==> src/rtl/fp_addsub_param.sv <==
// fp_addsub_param: six-clock parametrised floating-point adder/subtractor (IDLE..DONE FSM).
// Build macro FP_ADDSUB_RNE_EN selects round-to-nearest-even; undefined gives truncation.
module fp_addsub_param #(
  parameter int EXP_W = 8,
  parameter int MAN_W = 15,
  localparam int W = 1 + EXP_W + MAN_W
) (
  input  logic         clock,
  input  logic         reset,
  input  logic [W-1:0] inst_a,
  input  logic [W-1:0] inst_b,
  input  logic         op_sel,
  input  logic         enable,
  output logic [W-1:0] result,
  output logic [7:0]   status,
  output logic         done_flag,
  output logic         busy
);

  localparam int XW = MAN_W + 4;
  localparam int SW = XW + 1;
  localparam int EW = EXP_W + 2;
  localparam int LW = $clog2(XW);
  localparam logic [EXP_W-1:0] EXP_ONES = {EXP_W{1'b1}};
  localparam logic [EXP_W-1:0] SHIFT_MAX = EXP_W'(MAN_W + 3);
  localparam logic signed [EW-1:0] EXP_MAX = {2'b00, {EXP_W{1'b1}}};
  localparam logic signed [EW-1:0] EXP_ZERO = {EW{1'b0}};
  localparam logic signed [EW-1:0] EXP_ONE = {{(EW-1){1'b0}}, 1'b1};
  localparam logic [W-1:0] QNAN = {1'b0, EXP_ONES, 1'b1, {(MAN_W-1){1'b0}}};

  typedef enum logic [2:0] {
    S_IDLE = 3'd0, S_UNPACK = 3'd1, S_ALIGN = 3'd2, S_ADD = 3'd3,
    S_NORM = 3'd4, S_ROUND = 3'd5, S_DONE = 3'd6
  } state_t;

  state_t state_r, state_next_s;
  logic accept_s, done_next_s, busy_next_s;
  logic done_r, busy_r;
  logic [W-1:0] result_r, res_s;
  logic [7:0] status_r, stat_s;

  logic [W-1:0] a_r, b_r;
  logic op_r;
  logic [EXP_W-1:0] a_exp_s, b_exp_s;
  logic a_zero_s, b_zero_s, a_inf_s, b_inf_s, a_nan_s, b_nan_s, b_sign_eff_s;
  logic [W-2:0] a_mag_s, b_mag_s;
  logic [MAN_W:0] a_man_s, b_man_s;
  logic big_sign_s, small_sign_s, nan_s, inf_s, inf_sign_s;
  logic [EXP_W-1:0] big_exp_s, small_exp_s;
  logic [MAN_W:0] big_man_s, small_man_s;

  logic big_sign_r, small_sign_r, nan_r, inf_r, inf_sign_r;
  logic [EXP_W-1:0] big_exp_r, small_exp_r;
  logic [MAN_W:0] big_man_r, small_man_r;

  logic [EXP_W-1:0] diff_s;
  logic [XW-1:0] small_ext_s, lost_s, aligned_s, aligned_r;
  logic [SW-1:0] big_ext_s, small_add_s, sum_s, sum_r;
  logic [LW-1:0] lz_s;
  logic signed [EW-1:0] exp_ext_s, nexp_s, nexp_r, rexp_s;
  logic [XW-1:0] norm_s, norm_r;
  logic zero_s, zero_r;
  logic inexact_s, inc_s;
  logic [MAN_W+1:0] rounded_s;
  logic [MAN_W-1:0] rfrac_s;

  function automatic logic [LW-1:0] lead_zeros(input logic [XW-1:0] v);
    logic [LW-1:0] n;
    n = {LW{1'b0}};
    for (int i = 0; i < XW; i++) begin
      if (v[i]) n = LW'(XW - 1 - i);
    end
    return n;
  endfunction

  // State register plus registered handshake and result outputs
  always_ff @(posedge clock) begin
    if (!reset) begin
      state_r  <= S_IDLE;
      done_r   <= 1'b0;
      busy_r   <= 1'b0;
      result_r <= {W{1'b0}};
      status_r <= 8'h00;
    end else begin
      state_r <= state_next_s;
      done_r  <= done_next_s;
      busy_r  <= busy_next_s;
      if (state_r == S_ROUND) begin
        result_r <= res_s;
        status_r <= stat_s;
      end
    end
  end

  // Next-state logic; DONE may accept a new operation directly
  always_comb begin
    state_next_s = S_IDLE;
    case (state_r)
      S_IDLE:   state_next_s = enable ? S_UNPACK : S_IDLE;
      S_UNPACK: state_next_s = S_ALIGN;
      S_ALIGN:  state_next_s = S_ADD;
      S_ADD:    state_next_s = S_NORM;
      S_NORM:   state_next_s = S_ROUND;
      S_ROUND:  state_next_s = S_DONE;
      S_DONE:   state_next_s = enable ? S_UNPACK : S_IDLE;
      default:  state_next_s = S_IDLE;
    endcase
  end

  // Output decode feeding the registered handshake
  always_comb begin
    accept_s    = ((state_r == S_IDLE) || (state_r == S_DONE)) && enable;
    done_next_s = (state_next_s == S_DONE);
    busy_next_s = (state_next_s != S_IDLE);
  end

  // Unpack: flush exp==0 to zero, classify specials, order operands by magnitude
  always_comb begin
    a_exp_s      = a_r[W-2:MAN_W];
    b_exp_s      = b_r[W-2:MAN_W];
    a_zero_s     = (a_exp_s == {EXP_W{1'b0}});
    b_zero_s     = (b_exp_s == {EXP_W{1'b0}});
    a_inf_s      = (a_exp_s == EXP_ONES) && (a_r[MAN_W-1:0] == {MAN_W{1'b0}});
    b_inf_s      = (b_exp_s == EXP_ONES) && (b_r[MAN_W-1:0] == {MAN_W{1'b0}});
    a_nan_s      = (a_exp_s == EXP_ONES) && (a_r[MAN_W-1:0] != {MAN_W{1'b0}});
    b_nan_s      = (b_exp_s == EXP_ONES) && (b_r[MAN_W-1:0] != {MAN_W{1'b0}});
    b_sign_eff_s = b_r[W-1] ^ op_r;
    a_mag_s      = a_zero_s ? {(W-1){1'b0}} : a_r[W-2:0];
    b_mag_s      = b_zero_s ? {(W-1){1'b0}} : b_r[W-2:0];
    a_man_s      = a_zero_s ? {(MAN_W+1){1'b0}} : {1'b1, a_r[MAN_W-1:0]};
    b_man_s      = b_zero_s ? {(MAN_W+1){1'b0}} : {1'b1, b_r[MAN_W-1:0]};
    if (b_mag_s > a_mag_s) begin
      big_sign_s = b_sign_eff_s; big_exp_s = b_mag_s[W-2:MAN_W]; big_man_s = b_man_s;
      small_sign_s = a_r[W-1]; small_exp_s = a_mag_s[W-2:MAN_W]; small_man_s = a_man_s;
    end else begin
      big_sign_s = a_r[W-1]; big_exp_s = a_mag_s[W-2:MAN_W]; big_man_s = a_man_s;
      small_sign_s = b_sign_eff_s; small_exp_s = b_mag_s[W-2:MAN_W]; small_man_s = b_man_s;
    end
    nan_s      = a_nan_s || b_nan_s || (a_inf_s && b_inf_s && (a_r[W-1] != b_sign_eff_s));
    inf_s      = a_inf_s || b_inf_s;
    inf_sign_s = a_inf_s ? a_r[W-1] : b_sign_eff_s;
  end

  // Align and add: large shifts collapse the smaller operand into the sticky bit
  always_comb begin
    diff_s      = big_exp_r - small_exp_r;
    small_ext_s = {small_man_r, 3'b000};
    lost_s      = small_ext_s & ~({XW{1'b1}} << diff_s);
    if (diff_s >= SHIFT_MAX) begin
      aligned_s = {{(XW-1){1'b0}}, |small_man_r};
    end else begin
      aligned_s = (small_ext_s >> diff_s) | {{(XW-1){1'b0}}, |lost_s};
    end
    big_ext_s   = {1'b0, big_man_r, 3'b000};
    small_add_s = {1'b0, aligned_r};
    if (big_sign_r != small_sign_r) begin
      sum_s = big_ext_s - small_add_s;
    end else begin
      sum_s = big_ext_s + small_add_s;
    end
  end

  // Normalise: carry-out shifts right keeping sticky, else leading-one left shift
  always_comb begin
    lz_s      = lead_zeros(sum_r[XW-1:0]);
    exp_ext_s = {2'b00, big_exp_r};
    if (sum_r[XW]) begin
      norm_s = {sum_r[XW:2], sum_r[1] | sum_r[0]};
      nexp_s = exp_ext_s + EXP_ONE;
      zero_s = 1'b0;
    end else if (sum_r == {SW{1'b0}}) begin
      norm_s = {XW{1'b0}};
      nexp_s = EXP_ZERO;
      zero_s = 1'b1;
    end else begin
      norm_s = sum_r[XW-1:0] << lz_s;
      nexp_s = exp_ext_s - {{(EW-LW){1'b0}}, lz_s};
      zero_s = 1'b0;
    end
  end

  // Round, renormalise on fraction carry, then resolve specials and range limits
  always_comb begin
    inexact_s = |norm_r[2:0];
`ifdef FP_ADDSUB_RNE_EN
    inc_s = norm_r[2] & (norm_r[1] | norm_r[0] | norm_r[3]);
`else
    inc_s = 1'b0;
`endif
    rounded_s = {1'b0, norm_r[XW-1:3]} + {{(MAN_W+1){1'b0}}, inc_s};
    if (rounded_s[MAN_W+1]) begin
      rexp_s  = nexp_r + EXP_ONE;
      rfrac_s = rounded_s[MAN_W:1];
    end else begin
      rexp_s  = nexp_r;
      rfrac_s = rounded_s[MAN_W-1:0];
    end
    if (nan_r) begin
      res_s = QNAN;                                          stat_s = 8'h10;
    end else if (inf_r) begin
      res_s = {inf_sign_r, EXP_ONES, {MAN_W{1'b0}}};         stat_s = 8'h00;
    end else if (zero_r) begin
      res_s = {W{1'b0}};                                     stat_s = 8'h01;
    end else if (rexp_s >= EXP_MAX) begin
      res_s = {big_sign_r, EXP_ONES, {MAN_W{1'b0}}};         stat_s = 8'h0A;
    end else if (rexp_s <= EXP_ZERO) begin
      res_s = {W{1'b0}};                                     stat_s = 8'h0C;
    end else begin
      res_s  = {big_sign_r, rexp_s[EXP_W-1:0], rfrac_s};
      stat_s = {4'b0000, inexact_s, 3'b000};
    end
  end

  // Datapath stage registers, each loaded only in its own state
  always_ff @(posedge clock) begin
    if (!reset) begin
      a_r <= {W{1'b0}}; b_r <= {W{1'b0}}; op_r <= 1'b0;
      big_sign_r <= 1'b0; small_sign_r <= 1'b0; nan_r <= 1'b0; inf_r <= 1'b0; inf_sign_r <= 1'b0;
      big_exp_r <= {EXP_W{1'b0}}; small_exp_r <= {EXP_W{1'b0}};
      big_man_r <= {(MAN_W+1){1'b0}}; small_man_r <= {(MAN_W+1){1'b0}};
      aligned_r <= {XW{1'b0}}; sum_r <= {SW{1'b0}};
      norm_r <= {XW{1'b0}}; nexp_r <= EXP_ZERO; zero_r <= 1'b0;
    end else begin
      case (state_r)
        S_IDLE, S_DONE: begin
          if (accept_s) begin
            a_r <= inst_a; b_r <= inst_b; op_r <= op_sel;
          end
        end
        S_UNPACK: begin
          big_sign_r <= big_sign_s; small_sign_r <= small_sign_s;
          big_exp_r <= big_exp_s; small_exp_r <= small_exp_s;
          big_man_r <= big_man_s; small_man_r <= small_man_s;
          nan_r <= nan_s; inf_r <= inf_s; inf_sign_r <= inf_sign_s;
        end
        S_ALIGN: aligned_r <= aligned_s;
        S_ADD:   sum_r <= sum_s;
        S_NORM: begin
          norm_r <= norm_s; nexp_r <= nexp_s; zero_r <= zero_s;
        end
        default: begin
        end
      endcase
    end
  end

  assign result    = result_r;
  assign status    = status_r;
  assign done_flag = done_r;
  assign busy      = busy_r;

endmodule

==> config.mk <==
export PLATFORM = sky130hd
export DESIGN_NAME = fp_addsub_param
export DESIGN_NICKNAME = d
export VERILOG_FILES = /design/src/rtl/fp_addsub_param.sv
export SDC_FILE = /design/constraint.sdc
export NUM_CORES = 1
export LEC_CHECK = 0
export ABC_AREA = 1
export CORE_MARGIN = 3
export CORE_UTILIZATION = 55
export CTS_BUF_LIST = sky130_fd_sc_hd__clkbuf_8
export CTS_CLUSTER_DIAMETER = 60
export CTS_CLUSTER_SIZE = 25
export DETAILED_ROUTE_END_ITERATION = 6
export GPL_TIMING_DRIVEN = 0
export PLACE_DENSITY = 0.84
export SLEW_MARGIN = 20
export SYNTH_ARGS = -nofsm -noshare
export SYNTH_HDL_FRONTEND = slang
export SYNTH_SLANG_ARGS = --single-unit
==> constraint.sdc <==
create_clock -name clock -period 3.7 [get_ports clock]
set_input_delay 0.74 -clock clock [delete_from_list [all_inputs] [get_ports clock]]
set_output_delay 0.74 -clock clock [all_outputs]
set_load 0.005 [all_outputs]
==> flow_summary.html <==
<table>
<tr><th>Metric</th><th>Value</th></tr>
<tr><th colspan="2">Outcome</th></tr>
<tr><td>Run status</td><td>completed</td></tr>
<tr><th colspan="2">Detailed routing</th></tr>
<tr><td>Detail Route met2 WL</td><td>around 20 mm</td></tr>
<tr><td>Final routed wire length divided by cell count</td><td>around 19 µm</td></tr>
<tr><td>Via density</td><td>5.92</td></tr>
<tr><td>Antenna-violating nets left</td><td>0</td></tr>
<tr><td>Met3 wire length</td><td>about 3 mm</td></tr>
<tr><td>Detailed Routing Iterations Pass 1</td><td>7</td></tr>
<tr><td>Detailed-route DRC error count</td><td>0</td></tr>
<tr><td>Routed length on met1</td><td>roughly 18 mm</td></tr>
<tr><td>Sum of routed wire length over all layers</td><td>around 44 mm</td></tr>
<tr><td>Number of vias after detailed routing</td><td>13800</td></tr>
<tr><td>Drt initial violations</td><td>roughly 1300</td></tr>
<tr><td>Top Metal Used</td><td>met4</td></tr>
<tr><th colspan="2">Synthesis</th></tr>
<tr><td>Sequential area share after synthesis</td><td>0.320</td></tr>
<tr><td>Number of distinct library cells after synthesis</td><td>between 50 and 60</td></tr>
<tr><td>Synth Flop Type</td><td>dfxtp_1</td></tr>
<tr><td>Synth Warn #</td><td>0</td></tr>
<tr><td>Mean cell area of the mapped netlist</td><td>between 6 and 7 µm²</td></tr>
<tr><td>Yosys reg bits</td><td>around 200</td></tr>
<tr><td>Proportion of register bits with asynchronous set or reset after synthesis</td><td>0</td></tr>
<tr><td>Number of enable flip-flop cells after synthesis</td><td>0</td></tr>
<tr><td>Synthesized area</td><td>0.0128 mm²</td></tr>
<tr><td>Cells after Synth</td><td>1931</td></tr>
<tr><th colspan="2">Clocking</th></tr>
<tr><td>TritonCTS Buffers</td><td>21</td></tr>
<tr><td>TritonCTS clock tree</td><td>yes</td></tr>
<tr><td>Clock root buffer master</td><td>clkbuf_8</td></tr>
<tr><td>Clock slew at reported path FFs</td><td>0.14 ns</td></tr>
<tr><td>Clock sink total</td><td>between 200 and 250</td></tr>
<tr><td>Clock Latency Late Sink</td><td>0.59 ns</td></tr>
<tr><td>H-tree depth reported by CTS</td><td>1</td></tr>
<tr><td>Clk buf depth</td><td>3</td></tr>
<tr><td>Post-CTS setup buffers</td><td>0</td></tr>
<tr><th colspan="2">Timing</th></tr>
<tr><td>Worst slew slack as a fraction of its limit</td><td>0.273</td></tr>
<tr><td>Final Skew</td><td>roughly 0.047 ns</td></tr>
<tr><td>Period Utilization, post-route</td><td>0.946</td></tr>
<tr><td>Shortest clock period the worst path allows after layout</td><td>~3.5 ns</td></tr>
<tr><td>Setup violators final</td><td>0</td></tr>
<tr><td>Final Max Tran Viols</td><td>0</td></tr>
<tr><td>Transition at the pin with the smallest max-transition slack</td><td>between 1 and 1.5 ns</td></tr>
<tr><td>Highest Clock Rate</td><td>~290 MHz</td></tr>
<tr><td>Number of endpoints with negative hold slack in the final report</td><td>0</td></tr>
<tr><th colspan="2">Flow run</th></tr>
<tr><td>Max-capacitance violation count</td><td>0</td></tr>
<tr><th colspan="2">Pwr</th></tr>
<tr><td>Lkg Pwr</td><td>about 6.2 nW</td></tr>
<tr><td>Total power per unit cell area</td><td>~600 mW/mm²</td></tr>
<tr><td>Share of total power consumed by net switching</td><td>0.491</td></tr>
<tr><td>Cell internal power dissipation</td><td>around 4.4 mW</td></tr>
<tr><td>Reported net switching power</td><td>between 4 and 5 mW</td></tr>
<tr><td>Share of total power in sequential cells</td><td>0.297</td></tr>
<tr><td>Clock share of power</td><td>0.204</td></tr>
<tr><td>PnR Total Power</td><td>around 8.7 mW</td></tr>
<tr><td>Worst vdd rail ir drop</td><td>about 0.42 mV</td></tr>
<tr><td>Combinational share of power</td><td>0.499</td></tr>
<tr><th colspan="2">Floorplanning</th></tr>
<tr><td>Die area</td><td>around 0.025 mm²</td></tr>
<tr><td>Number of core rows</td><td>55</td></tr>
<tr><td>Overall die width</td><td>about 160 µm</td></tr>
<tr><td>I/O pin count</td><td>86</td></tr>
<tr><td>Area inside the core boundary</td><td>~0.023 mm²</td></tr>
<tr><td>Vertical extent of the die</td><td>158 µm</td></tr>
<tr><td>Starting Density</td><td>0.562</td></tr>
<tr><th colspan="2">GRT</th></tr>
<tr><td>Antenna violations before repair</td><td>0</td></tr>
<tr><td>Maximum number of pins on one net before global-route repair</td><td>25</td></tr>
<tr><td>First-pass GRT wire length</td><td>slightly below 70 mm</td></tr>
<tr><td>GR Util All Layers</td><td>0.345</td></tr>
<tr><td>Via count of the first global-routing pass</td><td>12900</td></tr>
<tr><td>GR Overflow Total</td><td>0</td></tr>
<tr><th colspan="2">Final layout</th></tr>
<tr><td>Non-Filler Cell Area, Final</td><td>roughly 0.015 mm²</td></tr>
<tr><td>Synthesis-to-layout area growth</td><td>13.8%</td></tr>
<tr><td>Final-stage net count</td><td>between 2000 and 2500</td></tr>
<tr><td>Inserted Diodes</td><td>0</td></tr>
<tr><td>Fraction of layout cells with a size suffix above 1</td><td>0.0409</td></tr>
<tr><th colspan="2">Place</th></tr>
<tr><td>HPWL after DPL</td><td>about 35 mm</td></tr>
<tr><td>RePlAce Congestion</td><td>1.06</td></tr>
<tr><td>IO Port Bufs</td><td>82</td></tr>
<tr><td>Placed inst area</td><td>approximately 0.014 mm²</td></tr>
<tr><th colspan="2">Setup path</th></tr>
<tr><td>CP delay by family, top</td><td>compound AO/OA/AOI/OAI gates</td></tr>
<tr><td>Sequence of cells on the critical path</td><td>inv_1 &gt; ha_1 &gt; inv_1 &gt; fa_1 &gt; nand3_1 &gt; nand3_2 &gt; a21o_1 &gt; a21oi_2 &gt; xor2_1 &gt; nand3_2 &gt; inv_2 &gt; buf_6 &gt; o211ai_1 &gt; o21ai_0 &gt; o211ai_1 &gt; o211ai_1 &gt; nand2_1 &gt; inv_1</td></tr>
<tr><td>CP peak stage delay</td><td>about 0.4 ns</td></tr>
<tr><td>Data arrival time of the critical path</td><td>roughly 4.0 ns</td></tr>
<tr><td>Number of buffers and inverters on the critical path</td><td>5</td></tr>
<tr><td>Worst setup path startpoint</td><td>big_exp_r[0]</td></tr>
<tr><td>Endpoint kind of the worst setup timing path</td><td>flop</td></tr>
<tr><td>Cell with the biggest individual delay on the critical path</td><td>fa_1</td></tr>
<tr><td>Worst setup SP type</td><td>flop</td></tr>
<tr><td>Worst endpoint required time</td><td>4.21 ns</td></tr>
<tr><td>Worst Path Max Fanout</td><td>10</td></tr>
<tr><td>Critical path class</td><td>flop to flop</td></tr>
<tr><td>Reg-to-reg startpoint</td><td>big_exp_r[0]</td></tr>
<tr><th colspan="2">Hold path</th></tr>
<tr><td>Worst hold-check path type</td><td>flop to flop</td></tr>
<tr><td>HP Start</td><td>norm_r[13]</td></tr>
</table>
layout by cell type, fill, tap and decap left out, drive strengths merged, types with 2 or more instances in the layout:
cell           instances
nand2                339
a21oi                291
o21ai                240
inv                  238
dfxtp                204
nor2                 141
nand3                123
clkbuf               117
clkdlybuf4s50         82
ha                    69
nand4                 30
o211ai                24
xor2                  23
a211oi                18
a31oi                 16
nor4                  15
buf                   15
nor3                  11
clkinv                 9
a21boi                 7
o221ai                 6
or2                    6
xnor2                  3
fa                     3
conb                   3
o31ai                  2
o41ai                  2
o22ai                  2
mux2i                  2
tightest hold or removal path, delay by kind of cell, from the launching register on:
family	cells	cell delay, ns
flip-flops	1	0.32
AND/OR/NAND/NOR	1	0.06
AO/OA/AOI/OAI	1	0.05
flip-flops by register name, indices dropped and copies added (netlist names):
| name | count |
|---|---|
| inf_sign_r | 1 |
| big_sign_r | 1 |
| norm_r | 18 |
| sum_r | 20 |
| b_r | 24 |
| status | 5 |
| small_sign_r | 1 |
| small_man_r | 16 |
| small_exp_r | 8 |
| done_flag | 1 |
| result | 24 |
| op_r | 1 |
| state_r | 3 |
| busy | 1 |
| zero_r | 1 |
| nan_r | 1 |
| aligned_r | 19 |
| nexp_r | 10 |
| inf_r | 1 |
| big_man_r | 16 |
| big_exp_r | 8 |
| a_r | 24 |
through the flow:
| step | setup TNS, ns | util | hold slack (ns) | std cells | worst slack (ns) |
|---|---|---|---|---|---|
| after global routing | -0.0270 | 0.639 | 0.455 | 2338 | -0.0156 |
| after floorplan | 0 | - | 0.436 | 1933 | 0.731 |
| after detailed placement | -4.51 | 0.614 | 0.455 | 2300 | -0.332 |
| after CTS | 0 | 0.638 | 0.408 | 2338 | 0.0288 |
| final | 0 | 0.639 | 0.414 | 2338 | 0.199 |
| after global placement | -3.68 | 0.614 | 0.446 | 2300 | -0.311 |
Yosys cell counts (all sizes together), types with 6 or more instances:
cell    number  area, µm²
nor2       141        561
clkbuf      98        368
ha          69        863
o21ai      240       1200
o221ai       6       52.6
a21oi      291       1460
nor3        11       55.1
nor4        15        100
a31oi       16        100
nand3      123        626
a211oi      18        135
nand2      339       1280
xor2        23        201
inv        229        860
dfxtp      204       4080
o211ai      24        185
buf         13       90.1
nand4       30        188
or2          6       37.5
a21boi       7       52.6
cell type report:
cell class | count | area (µm²)
Clock buffer | 21 | 289
Multi-Input combinational cell | 1386 | 7370
Sequential cell | 204 | 4090
Inverter | 232 | 871
Buffer | 111 | 474
Timing Repair Buffer | 82 | 821
Tap cell | 285 | 357
Fill cell | 2153 | 8190
Clock inverter | 17 | 249
power by group through the flow:
stage          sequential [mW]  clock, mW  combinational [mW]
2_1_floorplan             2.55          0                3.03
3_3_place_gp              2.62          0                4.18
3_5_place_dp              2.63          0                4.19
4_1_cts                   2.58       1.79                4.21
5_1_grt                   2.60       1.87                4.81
6_report                  2.59       1.78                4.35
kinds of logic after synthesis:
group / share of synthesized area
AOI/OAI and AO/OA: 0.258
xor gates and xnor gates: 0.0179
adders and majority gates: 0.0724
buffers and inverters: 0.104
DFF: 0.320
muxes: 0.00157
other: 0.000294
and+or+nand+nor: 0.225
per-layer routing:
metal / up-vias / global-route usage
li1: 6725 / -
met1: 6354 / 0.434
met2: 622 / 0.581
met3: 147 / 0.0544
met4: 0 / 0.163
met5: - / 0
timing repair:
action / in CTS / in global routing
pin swaps: 0 / 1
gates resized for setup: 4 / 23
hold buffers: 0 / 0
endpoints found under the setup margin: 43 / 53
path summary, 6_finish.rpt:
check	slack, ns	depth (start not counted)	to
worst max-delay path	0.20	18	aligned_r[3]
worst min-delay path	0.41	2	result[10]
worst max register to register	0.20	18	aligned_r[3]
worst min register to register	0.41	2	result[10]
Power figures use the tool's default switching activity.
==> variant: new RTL, config.mk and constraints unchanged <==
`EXP_W`: 8 -> 6.
--- a/src/rtl/fp_addsub_param.sv
+++ b/src/rtl/fp_addsub_param.sv
@@ -1,7 +1,7 @@
 // fp_addsub_param: six-clock parametrised floating-point adder/subtractor (IDLE..DONE FSM).
 // Build macro FP_ADDSUB_RNE_EN selects round-to-nearest-even; undefined gives truncation.
 module fp_addsub_param #(
-  parameter int EXP_W = 8,
+  parameter int EXP_W = 6,
   parameter int MAN_W = 15,
   localparam int W = 1 + EXP_W + MAN_W
 ) (
Interface: changed (resized inst_a, inst_b and result); port bits go from 86 to 80. No check against the original RTL was run, so the function may have changed too.
==> variant against the unedited design <==
Sequential cell count decreased by 12; worst hold slack improved by 0.057 ns; wire length decreased by 11%; power decreased by 22%; design area decreased by 5.7%; synthesized area decreased by 4.9%; setup slack got worse by 0.058 ns; sequential power decreased by 7%.
==> variant: results (changes against the unedited design) <==
metric,value,unit,change
startpoint,a_r[20]$_SDFFE_PN0P_,,was big_exp_r[0]$_SDFFE_PN0P_
fp.dieW,154.5,um,was 158.3 um
swShare,45.58,%,was 49.05%
wl_per_cell,17.59,um,was 18.78 um
leakagePower,5.985,nW,was 6.229 nW
grt_pass1_wl,62860,um,was 68570 um
use_met1,42.28,%,was 43.45%
sh_seq_area,28.07,%,was 28.14%
final-clk-cell-share,2.805,%,was 3.707%
gp_congestion,0.9838,,was 1.059
ir_drop,0.2307,mV,was 0.4209 mV
grt_max_degree,20,,was 25
drtIter0Drc,1123,,was 1273
p_comb_share,44.7,%,was 49.9%
nNetsFinal,2043,,was 2162
clk_pin_slew,0.12,ns,was 0.14 ns
regToRegSetupSlack,0.14,ns,was 0.20 ns
finalPower,6.802,mW,was 8.720 mW
signal_buffers,179,,was 193
r2r_end,big_man_r[1]$_SDFFE_PN0N_,,was aligned_r[3]$_SDFFE_PN0P_
finClkSkew,0.02458,ns,was 0.04651 ns
critPathSlowestCell,a221oi_2,,was fa_1
cts_buffers,17,,was 21
grt_pass1_vias,12270,,was 12930
nFillCells,2048,,was 2153
numPortBuffers,76,,was 82
synth_commonest_cells,"348 x nand2_1, 262 x a21oi_1, 228 x inv_1, 194 x o21ai_0, 192 x dfxtp_1",,"was 336 x nand2_1, 289 x a21oi_1, 232 x o21ai_0, 223 x inv_1, 204 x dfxtp_1"
r2r_cells,17,,was 18
clkLatencyLatePin,0.48,ns,was 0.59 ns
status,completed,,unchanged
cts_buffer_depth,2,,was 3
multi_input_area_share,50.99,%,was 50.77%
[variant: kinds of logic after synthesis]
family	synth area share, %
and+or+nand+nor	22.56
AOI/OAI and AO/OA	24.90
DFF	31.69
other	0.03091
muxes	0.5776
adders and majority gates	7.200
buffers and inverters	11.18
xor gates and xnor gates	1.867
[variant: stage by stage]
stage	worst slack, ns	hold WS, ns	setup TNS (ns)	cells
2_1_floorplan	0.6503	0.4359	0	1831
4_1_cts	0.05469	0.4712	0	2215
3_5_place_dp	-0.5519	0.4547	-9.775	2182
3_3_place_gp	-0.5410	0.4464	-8.848	2182
5_1_grt	0.05275	0.4895	0	2215
6_report	0.1413	0.4706	0	2215
[variant: metal layers]
metal  vias to the layer above  part of all wire (%)
met5                         -                 0.033
met2                       496                    47
met1                      5991                    42
met4                         2                   3.6
met3                        95                   7.1
li1                       6329                     -
[variant: timing repair]
item	4_1_cts	5_1_grt
setup endpoints to repair	44	24
cloned	0	0
pin swaps	1	1
resized for setup	8	6
hold endpoints to repair	0	0
buffers inserted	1	0
